===== src/rtl/inst_sram_axi_rbridge.sv =====
`default_nettype none
// ============================================================================
//  Module      : inst_sram_axi_rbridge
//  Description : Responder for the instruction-fetch SRAM-like interface.
//                Each accepted fetch request becomes one single-beat AXI read.
//                Read data is returned in request order. Beats that belong to
//                requests already in flight when a flush arrives are dropped.
//
//  Ports       : clk, rst_n                 clock, async active-low reset
//                inst_sram_req_i/raddr_i    fetch request and address
//                inst_sram_addr_ok_o        request accepted this cycle
//                inst_sram_data_ok_o/rdata  instruction word returned
//                cancel_i                   flush: drop all outstanding beats
//                ar*_o, arready_i           AXI read-address channel
//                rvalid_i, rdata_i, rresp_i,
//                rlast_i, rready_o          AXI read-data channel
//                bus_error_o                sticky error flag
//
//  Optional    : `define INST_RBRIDGE_PERF_CNT_EN adds perf_req_cnt_o,
//                perf_stall_cnt_o and perf_drop_cnt_o (32-bit, wrapping).
//
//  Revision    : 1.0  initial release
// ============================================================================
module inst_sram_axi_rbridge #(
    parameter int unsigned MAX_OUTST = 2,        // 1..7
    parameter logic [3:0]  AXI_ID    = 4'd0
) (
    input  logic        clk,
    input  logic        rst_n,
    input  logic        inst_sram_req_i,
    input  logic [31:0] inst_sram_raddr_i,
    output logic        inst_sram_addr_ok_o,
    output logic        inst_sram_data_ok_o,
    output logic [31:0] inst_sram_rdata_o,
    input  logic        cancel_i,
    output logic        arvalid_o,
    output logic [31:0] araddr_o,
    output logic [3:0]  arid_o,
    output logic [7:0]  arlen_o,
    output logic [2:0]  arsize_o,
    output logic [1:0]  arburst_o,
    input  logic        arready_i,
    input  logic        rvalid_i,
    input  logic [31:0] rdata_i,
    input  logic [1:0]  rresp_i,
    input  logic        rlast_i,
    output logic        rready_o,
`ifdef INST_RBRIDGE_PERF_CNT_EN
    output logic [31:0] perf_req_cnt_o,
    output logic [31:0] perf_stall_cnt_o,
    output logic [31:0] perf_drop_cnt_o,
`endif
    output logic        bus_error_o
);

    localparam logic [2:0] C_MAX_OUTST = 3'(MAX_OUTST);

    typedef enum logic [0:0] {
        AR_IDLE = 1'b0,
        AR_BUSY = 1'b1
    } ar_state_e;

    ar_state_e   ar_state_q, ar_state_d;
    logic [31:0] araddr_q,   araddr_d;
    logic [2:0]  outst_cnt_q, outst_cnt_d;
    logic [2:0]  drop_cnt_q,  drop_cnt_d;
    logic        bus_err_q,   bus_err_d;

    logic        w_ar_free;
    logic        w_accept;
    logic        w_r_beat;      // beat matched to an outstanding request
    logic        w_drop_beat;   // matched beat that belongs to a flushed request

    // Single-beat reads: rlast carries no information here.
    logic        w_unused_ok;
    assign w_unused_ok = rlast_i;

    assign arvalid_o = (ar_state_q == AR_BUSY);
    assign araddr_o  = araddr_q;
    assign arid_o    = AXI_ID;
    assign arlen_o   = 8'd0;
    assign arsize_o  = 3'b010;
    assign arburst_o = 2'b01;
    assign rready_o  = 1'b1;

    // The AR register can take a new address when empty or draining this cycle.
    assign w_ar_free = !arvalid_o | arready_i;
    assign w_accept  = inst_sram_req_i & w_ar_free &
                       (outst_cnt_q < C_MAX_OUTST) & !cancel_i;

    // A beat with nothing outstanding is a protocol violation and is not counted.
    assign w_r_beat    = rvalid_i & (outst_cnt_q != 3'd0);
    assign w_drop_beat = w_r_beat & (drop_cnt_q != 3'd0);

    assign inst_sram_addr_ok_o = w_accept;
    assign inst_sram_data_ok_o = rvalid_i & (drop_cnt_q == 3'd0);
    assign inst_sram_rdata_o   = rdata_i;
    assign bus_error_o         = bus_err_q;

    always_comb begin
        ar_state_d  = ar_state_q;
        araddr_d    = araddr_q;
        outst_cnt_d = outst_cnt_q + {2'b00, w_accept} - {2'b00, w_r_beat};
        drop_cnt_d  = drop_cnt_q;
        bus_err_d   = bus_err_q;

        // A new accept reloads the AR register even while the previous
        // address is handing off (arready_i high), so back-to-back is allowed.
        // A flush never withdraws a pending address.
        if (w_accept) begin
            ar_state_d = AR_BUSY;
            araddr_d   = inst_sram_raddr_i;
        end else if (arready_i) begin
            ar_state_d = AR_IDLE;
        end

        // On flush every request still outstanding after this cycle's beat
        // becomes stale. This cycle's beat itself follows the old drop count.
        if (cancel_i) begin
            drop_cnt_d = outst_cnt_q - {2'b00, w_r_beat};
        end else if (w_drop_beat) begin
            drop_cnt_d = drop_cnt_q - 3'd1;
        end

        if (rvalid_i && ((rresp_i != 2'b00) || (outst_cnt_q == 3'd0))) begin
            bus_err_d = 1'b1;
        end
    end

    always_ff @(posedge clk or negedge rst_n) begin
        if (!rst_n) begin
            ar_state_q  <= AR_IDLE;
            araddr_q    <= 32'd0;
            outst_cnt_q <= 3'd0;
            drop_cnt_q  <= 3'd0;
            bus_err_q   <= 1'b0;
        end else begin
            ar_state_q  <= ar_state_d;
            araddr_q    <= araddr_d;
            outst_cnt_q <= outst_cnt_d;
            drop_cnt_q  <= drop_cnt_d;
            bus_err_q   <= bus_err_d;
        end
    end

`ifdef INST_RBRIDGE_PERF_CNT_EN
    logic [31:0] perf_req_q,   perf_req_d;
    logic [31:0] perf_stall_q, perf_stall_d;
    logic [31:0] perf_drop_q,  perf_drop_d;

    always_comb begin
        perf_req_d   = perf_req_q   + {31'd0, w_accept};
        perf_stall_d = perf_stall_q + {31'd0, inst_sram_req_i & !w_accept};
        perf_drop_d  = perf_drop_q  + {31'd0, w_drop_beat};
    end

    always_ff @(posedge clk or negedge rst_n) begin
        if (!rst_n) begin
            perf_req_q   <= 32'd0;
            perf_stall_q <= 32'd0;
            perf_drop_q  <= 32'd0;
        end else begin
            perf_req_q   <= perf_req_d;
            perf_stall_q <= perf_stall_d;
            perf_drop_q  <= perf_drop_d;
        end
    end

    assign perf_req_cnt_o   = perf_req_q;
    assign perf_stall_cnt_o = perf_stall_q;
    assign perf_drop_cnt_o  = perf_drop_q;
`endif

endmodule
`default_nettype wire


===== config.mk =====
export PLATFORM = sky130hd
export DESIGN_NAME = inst_sram_axi_rbridge
export DESIGN_NICKNAME = d
export VERILOG_FILES = /design/src/rtl/inst_sram_axi_rbridge.sv
export SDC_FILE = /design/constraint.sdc
export NUM_CORES = 1
export LEC_CHECK = 0
export BUFFER_PORTS_ARGS = -buffer_cell sky130_fd_sc_hd__buf_2
export CAP_MARGIN = 40
export CORE_MARGIN = 2
export CORE_UTILIZATION = 40
export DETAILED_ROUTE_END_ITERATION = 10
export PLACE_DENSITY = 0.8
export SLEW_MARGIN = 20
export SYNTH_ARGS = -nofsm -noshare
export SYNTH_HDL_FRONTEND = slang
export SYNTH_SLANG_ARGS = --single-unit

===== constraint.sdc =====
create_clock -name clk -period 4.4 [get_ports clk]
set_input_delay 0.66 -clock clk [delete_from_list [all_inputs] [get_ports clk]]
set_output_delay 0.66 -clock clk [all_outputs]
set_load 0.05 [all_outputs]

==> key figures <==
Outcome
  • Status: completed

Pwr
  • VDD IR max: 0.000392 V
  • Pleak: 1.19 nW
  • Pwr Density: 870 mW/mm²

Finish
  • Layout cells sized above 1: 0.539
  • Ant. Diodes: 0
  • Area Growth Syn to Fin: 12.2%
  • NumNets Final: 295

Global route
  • Largest net degree at the start of global routing: 28
  • Initial antenna violation count: 0
  • Total gr overflow: 0
  • Number of global-route vias before repair: 1278
  • Total track usage: 0.125
  • First-pass GRT wire length: 5830 µm

Critical path
  • Worst setup EP type: output pin
  • Critical path data arrival time: 1.94 ns
  • Slowest cell on crit path: dfrtp_1
  • R2r startpoint: outst_cnt_q[1]$_DFF_PN0_
  • Worst path bufs/invs: 2
  • R2R Setup Slk: 2.20 ns
  • Worst Reg2Reg Path Length in Cells: 8
  • CP required: 3.74 ns
  • Setup CP Type: flop to output pin
  • Max incr delay on CP: 0.47 ns
  • Worst-path fanout max: 15
  • Top Family by Delay on Critical Path: flip-flops
  • Crit path launch type: flop
  • CP cell instances: inv_1 -> ha_1 -> nand3b_1 -> a21oi_4 -> buf_2
  • RR Endpoint: outst_cnt_q[2]$_DFF_PN0_

Die
  • Row cnt: 26
  • # IOs: 159
  • Die area: 0.00583 mm²
  • Starting Density: 0.413
  • Die Span Y: 76.4 µm
  • Core footprint: 0.00507 mm²
  • Die Wd: 76.4 µm

Synthesis
  • EDFF count, synth: 0
  • Synth warn: 0
  • Cell variety after synth: 28
  • Syn Area/Cell: 12.4 µm²
  • Yosys reg bits: 40
  • Fraction of registers with async set/reset: 1.00
  • Top cells by area, synth: dfrtp_1 (48%), buf_4 (18%), mux2_2 (16%)
  • Top_reg_cell synth: dfrtp_1
  • Register area share after synthesis: 0.478
  • Gate Count Post-Synth: 169
  • Mapped Area: 0.00209 mm²
  • List of most frequent post-synthesis cells: buf_4 (50), dfrtp_1 (40), mux2_2 (30), inv_1 (9), ha_1 (5)
  • Share of the synthesized area in the top cell type: 0.478
  • Cell with the most instances after synthesis: buf_4
  • Cell taking the most area after synthesis: dfrtp_1

Placed design
  • Placed wire-length estimate: 2620 µm
  • GPL Wtd Cong: 0.806
  • Pre-CTS WS: 1.92 ns
  • Port Buf Inserts: 75

Routing
  • Via count: 1273
  • Vias/cell: 4.44
  • DR pass1 iterations: 2
  • WL per Instance: 12.0 µm
  • Post-route ant nets: 0
  • Post-Route WL: 3430 µm
  • Initial DRC count: 10
  • DRC Markers: 0

Worst hold path
  • Hold Path Class: primary input to async pin

CTS
  • Clk slew on worst S/H paths: 0.08 ns
  • Cts repair resizes: 0
  • TritonCTS clock tree: built
  • Clock Path Buffers: 2
  • Root Buffer: clkbuf_8
  • CTS sink count: 40
  • H-tree Lvls: 2
  • Setup repair bufs after CTS: 0
  • Clk_lat worst skew: 0.30 ns
  • TritonCTS buffer count: 5
  • CTS Hold Bufs: 0

Flow run
  • Max-cap viol count: 0

STA
  • Minimum clock period after layout: 2.60 ns
  • # setup viols final: 0
  • Clock Skews: 0.0126 ns
  • Final Slew Violations: 0
  • Setup WS post-layout: 1.80 ns
  • Hold Vio Cnt, Final: 0
  • Setup TNS: 0 ns
  • FMAX: 0.384 GHz
  • RSZ-0062 raised after global routing: false
  • Fin crit share: 0.592
cell families after synthesis:
group,count (synthesis),synth area share
compound gates,13,0.0544
xor+xnor,2,0.00836
simple gates,11,0.0281
other cells,2,0.00359
flops,40,0.478
mux,33,0.177
fa+ha+maj,6,0.0394
buf+inv,62,0.211
layout make-up:
class,count,area (µm²)
clock buffers,5,68.8
repair buffers,77,403
clock inverters,3,46.3
well taps,70,87.6
flip-flops and latches,40,1000
multi-input cells,83,711
inverters,9,33.8
fillers,517,2720
placed cells by master, fill, tap and decap left out, types with 2 or more instances in the layout:
cell type,n
buf_2,75
dfrtp_1,40
mux2_2,30
conb_1,18
inv_1,9
ha_1,5
clkbuf_8,5
nor2_1,4
o21ai_0,3
nand2b_1,2
xor2_1,2
o31ai_1,2
mux2_1,2
sequential cells by signal, indices dropped and copies added, names as in the netlist:
register / cells
araddr_o: 32
arvalid_o: 1
bus_error_o: 1
drop_cnt_q: 3
outst_cnt_q: 3
layer usage:
metal  share of wire  global-route usage  vias to the layer above
met5               0                   0                        -
li1                -                   -                      585
met3           0.084              0.0474                        7
met2            0.52               0.225                       63
met1            0.38               0.133                      618
met4           0.016              0.0455                        0
worst reg2reg max path, delay by kind of cell, from the launching register on:
family          cells  cell delay, ns
compound gates      1            0.42
xor+xnor            1            0.16
fa+ha+maj           3            0.74
buf+inv             2            0.16
flops               1            0.47
simple gates        1            0.14
power by group:
group	leakage (nW)	switching (mW)	internal, mW
Clock	0.0548	0.138	0.171
Sequential	0.476	0.108	0.547
Combinational	0.663	0.775	0.307
metrics by stage:
| step | hold WS, ns | instances | utilization | instance area (µm²) | total power, mW |
|---|---|---|---|---|---|
| 2_1_floorplan | 0.364 | 185 | - | 2150 | 1.61 |
| 3_3_place_gp | 0.446 | 278 | 0.437 | 2220 | 1.73 |
| 3_5_place_dp | 0.471 | 279 | 0.441 | 2240 | 1.76 |
| 4_1_cts | 0.259 | 287 | 0.463 | 2350 | 2.08 |
| 5_1_grt | 0.272 | 287 | 0.463 | 2350 | 2.16 |
| 6_report | 0.260 | 287 | 0.463 | 2350 | 2.05 |
worst max-delay path by stage:
stage / slack (ns) / endpoint / startpoint / cells after the start
floorplan: 2.25 / outst_cnt_q[2]$_DFF_PN0_ / cancel_i / 7
global placement: 1.94 / inst_sram_addr_ok_o / cancel_i / 4
detailed placement: 1.92 / inst_sram_addr_ok_o / cancel_i / 4
CTS: 1.71 / inst_sram_addr_ok_o / outst_cnt_q[1]$_DFF_PN0_ / 5
global route: 1.64 / inst_sram_addr_ok_o / outst_cnt_q[1]$_DFF_PN0_ / 5
finish: 1.80 / inst_sram_addr_ok_o / outst_cnt_q[1]$_DFF_PN0_ / 5
Power figures use the tool's default switching activity.
